File: config.mk
export PLATFORM = sky130hd
export DESIGN_NAME = regfile_scoreboard
export DESIGN_NICKNAME = d
export VERILOG_FILES = /design/src/rtl/regfile_scoreboard.sv
export SDC_FILE = /design/constraint.sdc
export NUM_CORES = 2
export LEC_CHECK = 0
export BUFFER_PORTS_ARGS = -buffer_cell sky130_fd_sc_hd__buf_2
export CAP_MARGIN = 0
export CORE_UTILIZATION = 60
export DETAILED_ROUTE_END_ITERATION = 7
export PLACE_DENSITY = 0.77
export SLEW_MARGIN = 20
export SYNTH_ARGS = -nofsm -noshare
export SYNTH_HDL_FRONTEND = slang
export SYNTH_SLANG_ARGS = --single-unit
File: constraint.sdc
create_clock -name clk -period 4.8 [get_ports clk]
set_input_delay 0.24 -clock clk [delete_from_list [all_inputs] [get_ports clk]]
set_output_delay 0.24 -clock clk [all_outputs]
set_load 0.03 [all_outputs]
File: src/rtl/regfile_scoreboard.sv
// regfile_scoreboard
//
// Decode-stage register file with NRD combinational read ports, one writeback
// port, a same-cycle writeback-to-read bypass and a per-register busy
// scoreboard that holds back instructions with RAW/WAW hazards. A saturating
// counter records how many cycles a presented instruction was held back.
//
// Ports:
//   clk        system clock, rising edge
//   rst        asynchronous, active-low reset
//   rs_addr    NRD read addresses, port k at [k*AW +: AW]
//   rs_used    per-port "operand needed" flags (hazard check only)
//   rs_data    NRD read data words, port k at [k*XLEN +: XLEN]
//   iss_valid  decoder presents an instruction
//   iss_wr     instruction writes a destination register
//   iss_rd     destination register
//   iss_ready  instruction may issue this cycle (independent of iss_valid)
//   wb_en      writeback valid
//   wb_addr    writeback register
//   wb_data    writeback data
//   flush      clears every busy bit; blocks issue during the flush cycle
//   busy_vec   current scoreboard bits
//   stall_cnt  saturating count of cycles with iss_valid & ~iss_ready
module regfile_scoreboard #(
    parameter int XLEN  = 32,
    parameter int NREG  = 32,
    parameter int NRD   = 2,
    parameter int CNT_W = 16,
    localparam int AW   = $clog2(NREG)
) (
    input  logic                clk,
    input  logic                rst,
    input  logic [NRD*AW-1:0]   rs_addr,
    input  logic [NRD-1:0]      rs_used,
    output logic [NRD*XLEN-1:0] rs_data,
    input  logic                iss_valid,
    input  logic                iss_wr,
    input  logic [AW-1:0]       iss_rd,
    output logic                iss_ready,
    input  logic                wb_en,
    input  logic [AW-1:0]       wb_addr,
    input  logic [XLEN-1:0]     wb_data,
    input  logic                flush,
    output logic [NREG-1:0]     busy_vec,
    output logic [CNT_W-1:0]    stall_cnt
);

    logic [XLEN-1:0]  regs_reg [NREG];
    logic [NREG-1:0]  busy_reg;
    logic [NREG-1:0]  busy_next;
    logic [CNT_W-1:0] stall_cnt_reg;
    logic [CNT_W-1:0] stall_cnt_next;

    logic             wb_clr;
    logic             iss_fire;
    logic             iss_set;
    logic [NREG-1:0]  clr_vec;
    logic [NREG-1:0]  set_vec;
    logic [NREG-1:0]  eff_busy;
    logic [NRD-1:0]   raw_hit;
    logic             waw_hit;

    // x0 is never written, so a writeback to it neither stores nor releases.
    assign wb_clr   = wb_en && (wb_addr != '0);
    assign iss_fire = iss_valid && iss_ready;
    assign iss_set  = iss_fire && iss_wr && (iss_rd != '0);

    // Per-register decode of the clear/set strobes and the effective busy
    // view, which lets a writeback landing this cycle release its consumer.
    generate
        for (genvar gi = 0; gi < NREG; gi++) begin : g_reg
            assign clr_vec[gi]  = wb_clr && (wb_addr == AW'(gi));
            assign set_vec[gi]  = iss_set && (iss_rd == AW'(gi));
            assign eff_busy[gi] = busy_reg[gi] && !clr_vec[gi];
            // A new producer outranks the retiring one; flush outranks both.
            assign busy_next[gi] = flush       ? 1'b0 :
                                   set_vec[gi] ? 1'b1 :
                                   clr_vec[gi] ? 1'b0 :
                                                 busy_reg[gi];
        end
    endgenerate

    // Read ports with x0 forcing and writeback bypass, plus the RAW check.
    generate
        for (genvar gi = 0; gi < NRD; gi++) begin : g_rd
            logic [AW-1:0] addr;
            assign addr = rs_addr[gi*AW +: AW];
            assign rs_data[gi*XLEN +: XLEN] =
                (addr == '0)                  ? '0      :
                (wb_en && (wb_addr == addr))  ? wb_data :
                                                regs_reg[addr];
            assign raw_hit[gi] = rs_used[gi] && (addr != '0) && eff_busy[addr];
        end
    endgenerate

    assign waw_hit   = iss_wr && (iss_rd != '0) && eff_busy[iss_rd];
    assign iss_ready = !(|raw_hit) && !waw_hit && !flush;

    always_comb begin
        stall_cnt_next = stall_cnt_reg;
        if (iss_valid && !iss_ready && (stall_cnt_reg != '1)) begin
            stall_cnt_next = stall_cnt_reg + CNT_W'(1);
        end
    end

    // Register contents: flush does not touch data, so a writeback coinciding
    // with a flush still lands.
    always_ff @(posedge clk or negedge rst) begin
        if (!rst) begin
            for (int i = 0; i < NREG; i++) begin
                regs_reg[i] <= '0;
            end
        end else if (wb_clr) begin
            regs_reg[wb_addr] <= wb_data;
        end
    end

    always_ff @(posedge clk or negedge rst) begin
        if (!rst) begin
            busy_reg      <= '0;
            stall_cnt_reg <= '0;
        end else begin
            busy_reg      <= busy_next;
            stall_cnt_reg <= stall_cnt_next;
        end
    end

    assign busy_vec  = busy_reg;
    assign stall_cnt = stall_cnt_reg;

endmodule

# [After elaboration in Yosys (flattened, before gate mapping)]
# Index checks and enable logic that the tools add are counted.
[op_classes] magnitude_cmp=7 n_reduce_logical=190 addsub=1 eq_ne=65 bitwise_logic=3 muxes=115
[op_table] operator="bitwise mux 1024 bit" count=1
[op_table] operator="binary-select mux 32 bit (select 5 bit)" count=2
[op_table] operator="2-to-1 mux 32 bit" count=9
[op_table] operator="demux 32 bit (select 5 bit)" count=1
[op_table] operator="== test 5 bit, second input constant" count=32
[op_table] operator="logical AND 1 bit" count=113
[op_table] operator="2-to-1 mux 1 bit" count=99
[op_table] operator="nonzero test 3 bit" count=32
[op_table] operator="== test 5 x 4 -> 1 bit, second input constant" count=16
[op_table] operator="== test 5 x 3 -> 1 bit, second input constant" count=8
[op_table] operator="logical NOT 1 bit" count=36
[op_table] operator="== test 5 x 2 -> 1 bit, second input constant" count=4
[op_table] operator="logical NOT 5 bit" count=4
[op_table] operator="nonzero test 5 bit" count=4
[op_table] operator="greater-or-equal comparator 6 bit, second input constant" count=3
[op_table] operator="less-than comparator 5 x 6 -> 1 bit, second input constant" count=3
[op_table] operator="NOT 5 -> 6 bit" count=3
[op_table] operator="adder 16 x 1 -> 16 bit, second input constant" count=1
[op_table] operator="!= test 16 bit, second input constant" count=1
[op_table] operator="binary-select mux 1 bit (select 5 bit)" count=3
[op_table] operator="== test 5 x 1 -> 1 bit, second input constant" count=2
[op_table] operator="== test 5 bit" count=2
[op_table] operator="less-than comparator 6 x 1 -> 1 bit, second input constant" count=1
[op_table] operator="OR reduction 2 bit" count=1
[totals] ff_bits=1072 elab_cells=446 inputBits=60

# [Longest topological paths before layout]
[depth] depth_word=18 ltp_mapped=12 depth_no_buf=9

# [Worst setup path before layout]
# OpenSTA, ideal clock, no wires.
[synth_path] path_kind="input -> output" startpoint="input port rs_addr[6]" endpoint="output port rs_data[39]" arrival_time_ps=3050 stages=8 slack_ps=1510 path_cell_list="clkbuf_1 -> clkbuf_1 -> buf_1 -> buf_1 -> buf_2 -> mux2i_1 -> mux4_2 -> a211oi_1"
[synth_between] elab_chain_cells=6 word_cells_on_any_way=9
[synth_lines] element="from (decl)" line="33" source="input logic [NRD*AW-1:0] rs_addr,"
[synth_lines] element="NOT 5 -> 6 bit (implied by the code)" line="91" source="regs_reg[addr];"
[synth_lines] element="binary-select mux 32 bit (select 5 bit)" line="91"
[synth_lines] element="2-to-1 mux 32 bit (implied by the code) (2 in a row)" line="91"
[synth_lines] element="2-to-1 mux 32 bit" line="90" source="(wb_en && (wb_addr == addr)) ? wb_data :"
[synth_lines] element="2-to-1 mux 32 bit (*)" line="89" source="(addr == '0) ? '0 :"
[synth_lines] element="to (decl)" line="35" source="output logic [NRD*XLEN-1:0] rs_data,"
# Mark *: on every way between the ends. The rest lies on a longest branch, timed or not. The select of a mux whose other input is x is not followed.

# [Worst setup path after layout]
[layout_path] startpoint="input port rs_addr[0]" endpoint="output port rs_data[10]"
# The elaborated chain is that of the path after synthesis.

==> flow_summary.json <==
{
  "status": "finished clean",
  "max_clock_freq_mhz": 271.0,
  "fillCellCount": 6477,
  "cp-start-kind": "input pin",
  "worst_pin_slew_ns": 1.163,
  "rsz0062_at_grt": "no",
  "period_share_pct": 76.88,
  "finalSetupTns_ns": 0,
  "clkTransAtPathRegs_ns": 0.06,
  "layout.cells.most_common": "dfrtp_1",
  "critPathMaxFanout": 67,
  "synth.cell_area_um2": 57820,
  "dr.first_iter.drc_count": 4154,
  "grt_pass1_wl_um": 253900,
  "fin_crit_ns": 3.690,
  "drt_wl_total_um": 168500,
  "cts_tree": "done",
  "max_cap_violations": 0,
  "fin_nets": 3813,
  "htree_levels": 3,
  "post-cts-setup-buffers": 0,
  "cts_resized": 0,
  "reg2reg_setup_slack_ns": 1.77,
  "final_layout_size_suffix_gt1_share_pct": 53.82,
  "hold_path_class": "in2reg",
  "die_w_um": 312.4,
  "drc_errors": 0,
  "dpl.hpwl_um": 90880,
  "max_slew_margin_pct": 22.49,
  "finalHoldViolCount": 0,
  "ys_warn_count": 0,
  "cts_root_buf": "clkbuf_16",
  "die_h_um": 312.4,
  "async_flop_share_pct": 100.0,
  "ys_seq_area_share_pct": 46.39,
  "p_total_mw": 27.03,
  "io_pins": 173,
  "synth-edff-count": 0,
  "critPathCaptureType": "output port",
  "clkLatencyLatePin_ns": 0.70,
  "grt_pass1_vias": 37918,
  "setup_viol": 0,
  "worstPathArrival_ns": 3.45,
  "dpl.cell_count": 4893,
  "postCtsHoldBufs": 11,
  "synth_fp_nets": 3873,
  "grtUsageTotal_pct": 35.27,
  "skew_ns": 0.01630,
  "drtAntennaViolNets": 0,
  "post_drt_wl_per_cell_um": 32.95,
  "largest_register_ffs": 1024,
  "dieArea_um2": 97610,
  "grt_overflow": 0,
  "layout-area-overhead-vs-synth_pct": 10.30,
  "p_per_area_nw_per_um2": 423.9,
  "firstDrtPassIters": 6,
  "portBuffers": 172,
  "vias": 37305,
  "cellLeakagePower_nw": 27.56,
  "viasPerCell": 7.295,
  "cts_buffers": 111,
  "max-vdd-ir-drop_v": 0.0003207,
  "grt_max_degree": 165,
  "clock_path_buffers": 3,
  "path_class": "in2out",
  "final_cell_mix": "dfrtp_1 (1,072), mux2_2 (960), mux4_2 (627), buf_2 (162), nand2_1 (140)",
  "syn_area_per_cell_um2": 15.17,
  "syn_inst": 3812,
  "postSynthRegisterBits": 1072,
  "initial_utilization_pct": 60.68,
  "fp-row-count": 113,
  "synth_ff_type": "dfrtp_1",
  "core_area_um2": 95290,
  "gp_congestion": 0.9759,
  "final_cell_count_no_fill": 5114,
  "antenna_found_initial": 5,
  "clock_sinks": 1072,
  "synth_cell_types": 56,
  "crit_required_ns": 4.56,
  "slew_viol_final": 0,
  "post-route-util_pct": 66.93
}
-- cell families after synthesis --
logic type | Yosys count | synth area share [%]
compound gates | 207 | 2.443
fa+ha+maj | 1 | 0.02164
xor+xnor | 26 | 0.3938
simple gates | 380 | 3.053
flops | 1072 | 46.39
buf+inv | 446 | 2.960
mux | 1680 | 44.73
-- cell usage after synthesis (all sizes together) (2+ instances only) --
master,n,share of area (%)
nand3,33,0.29
o311ai,2,0.043
clkbuf,304,2.0
o221ai,2,0.030
xor2,23,0.35
a211oi,92,1.2
buf,139,0.97
and4,3,0.045
o21ai,31,0.27
nand4b,5,0.076
nand3b,2,0.026
nor3,13,0.13
and3,7,0.076
a311oi,2,0.030
nor2,103,0.67
o22ai,35,0.38
nand2,148,0.96
inv,3,0.019
o211ai,6,0.078
o2111ai,3,0.045
nand4bb,3,0.058
dfrtp,1072,46
and2,4,0.043
nor2b,27,0.29
xnor2,3,0.045
nor4b,2,0.030
o31ai,3,0.039
mux2,962,19
mux4,627,24
nor4,3,0.032
mux2i,91,1.6
nor4bb,3,0.052
or2,6,0.065
a21oi,19,0.16
nand4,9,0.097
a22oi,4,0.052
nand2b,5,0.054
-- routing by layer --
| layer | share of wire, % | GRT usage (%) | wire length, um | up-vias |
|---|---|---|---|---|
| met5 | 0 | 0 | 0 | - |
| met4 | 4.2 | 13.54 | 7034 | 0 |
| met3 | 9.8 | 7.591 | 16480 | 447 |
| met2 | 47 | 53.79 | 79020 | 2102 |
| met1 | 39 | 50.35 | 65960 | 20115 |
| li1 | - | - | - | 14641 |
-- metrics by stage --
step / hold slack (ns) / area, um2 / setup WS (ns)
2_1_floorplan: -0.05559 / 57820 / 1.510
3_3_place_gp: 0.3243 / 59760 / 1.101
3_5_place_dp: 0.3232 / 59760 / 1.073
4_1_cts: 0.0006747 / 63780 / 1.078
5_1_grt: 0.05237 / 63780 / 0.9546
6_report: 0.03912 / 63780 / 1.110
-- worst paths after layout --
check	start	end	depth (start not counted)
hold reg to reg	regs_reg[1007]	regs_reg[1007]	0
hold / removal	wb_data[9]	regs_reg[425]	3
setup / recovery	rs_addr[0]	rs_data[10]	7
min in group asynchronous	rst	stall_cnt[9]	2
max in group asynchronous	rst	regs_reg[674]	3
setup reg to reg	busy_vec[0]	busy_vec[14]	8
-- cell type report --
class                      count  area, um2  area share (%)
sequential                  1072      26830           42.06
clock buffer                 158       3206           5.026
tap                         1265       1583           2.482
multi-input combinational   2294      29510           46.27
inverter                       3      12.51         0.01962
clock inverter                51      703.2           1.103
timing repair buffer         270       1936           3.035
antenna                        1      2.502        0.003924
-- report_power, final --
group / switching (mW) / internal (mW) / leakage [nW]
Sequential: 1.26 / 10.7 / 13.8
Combinational: 2.44 / 3.40 / 11.8
Clock: 3.77 / 5.46 / 1.92
-- worst max-delay path, stage by stage --
cell and delay, ns:
buf_8 0.58, buf_4 0.69, mux4_2 0.60, mux4_2 0.48, mux2i_1 0.30, a211oi_1 0.16, buf_2 0.21
(Power assumes the default switching activity.)
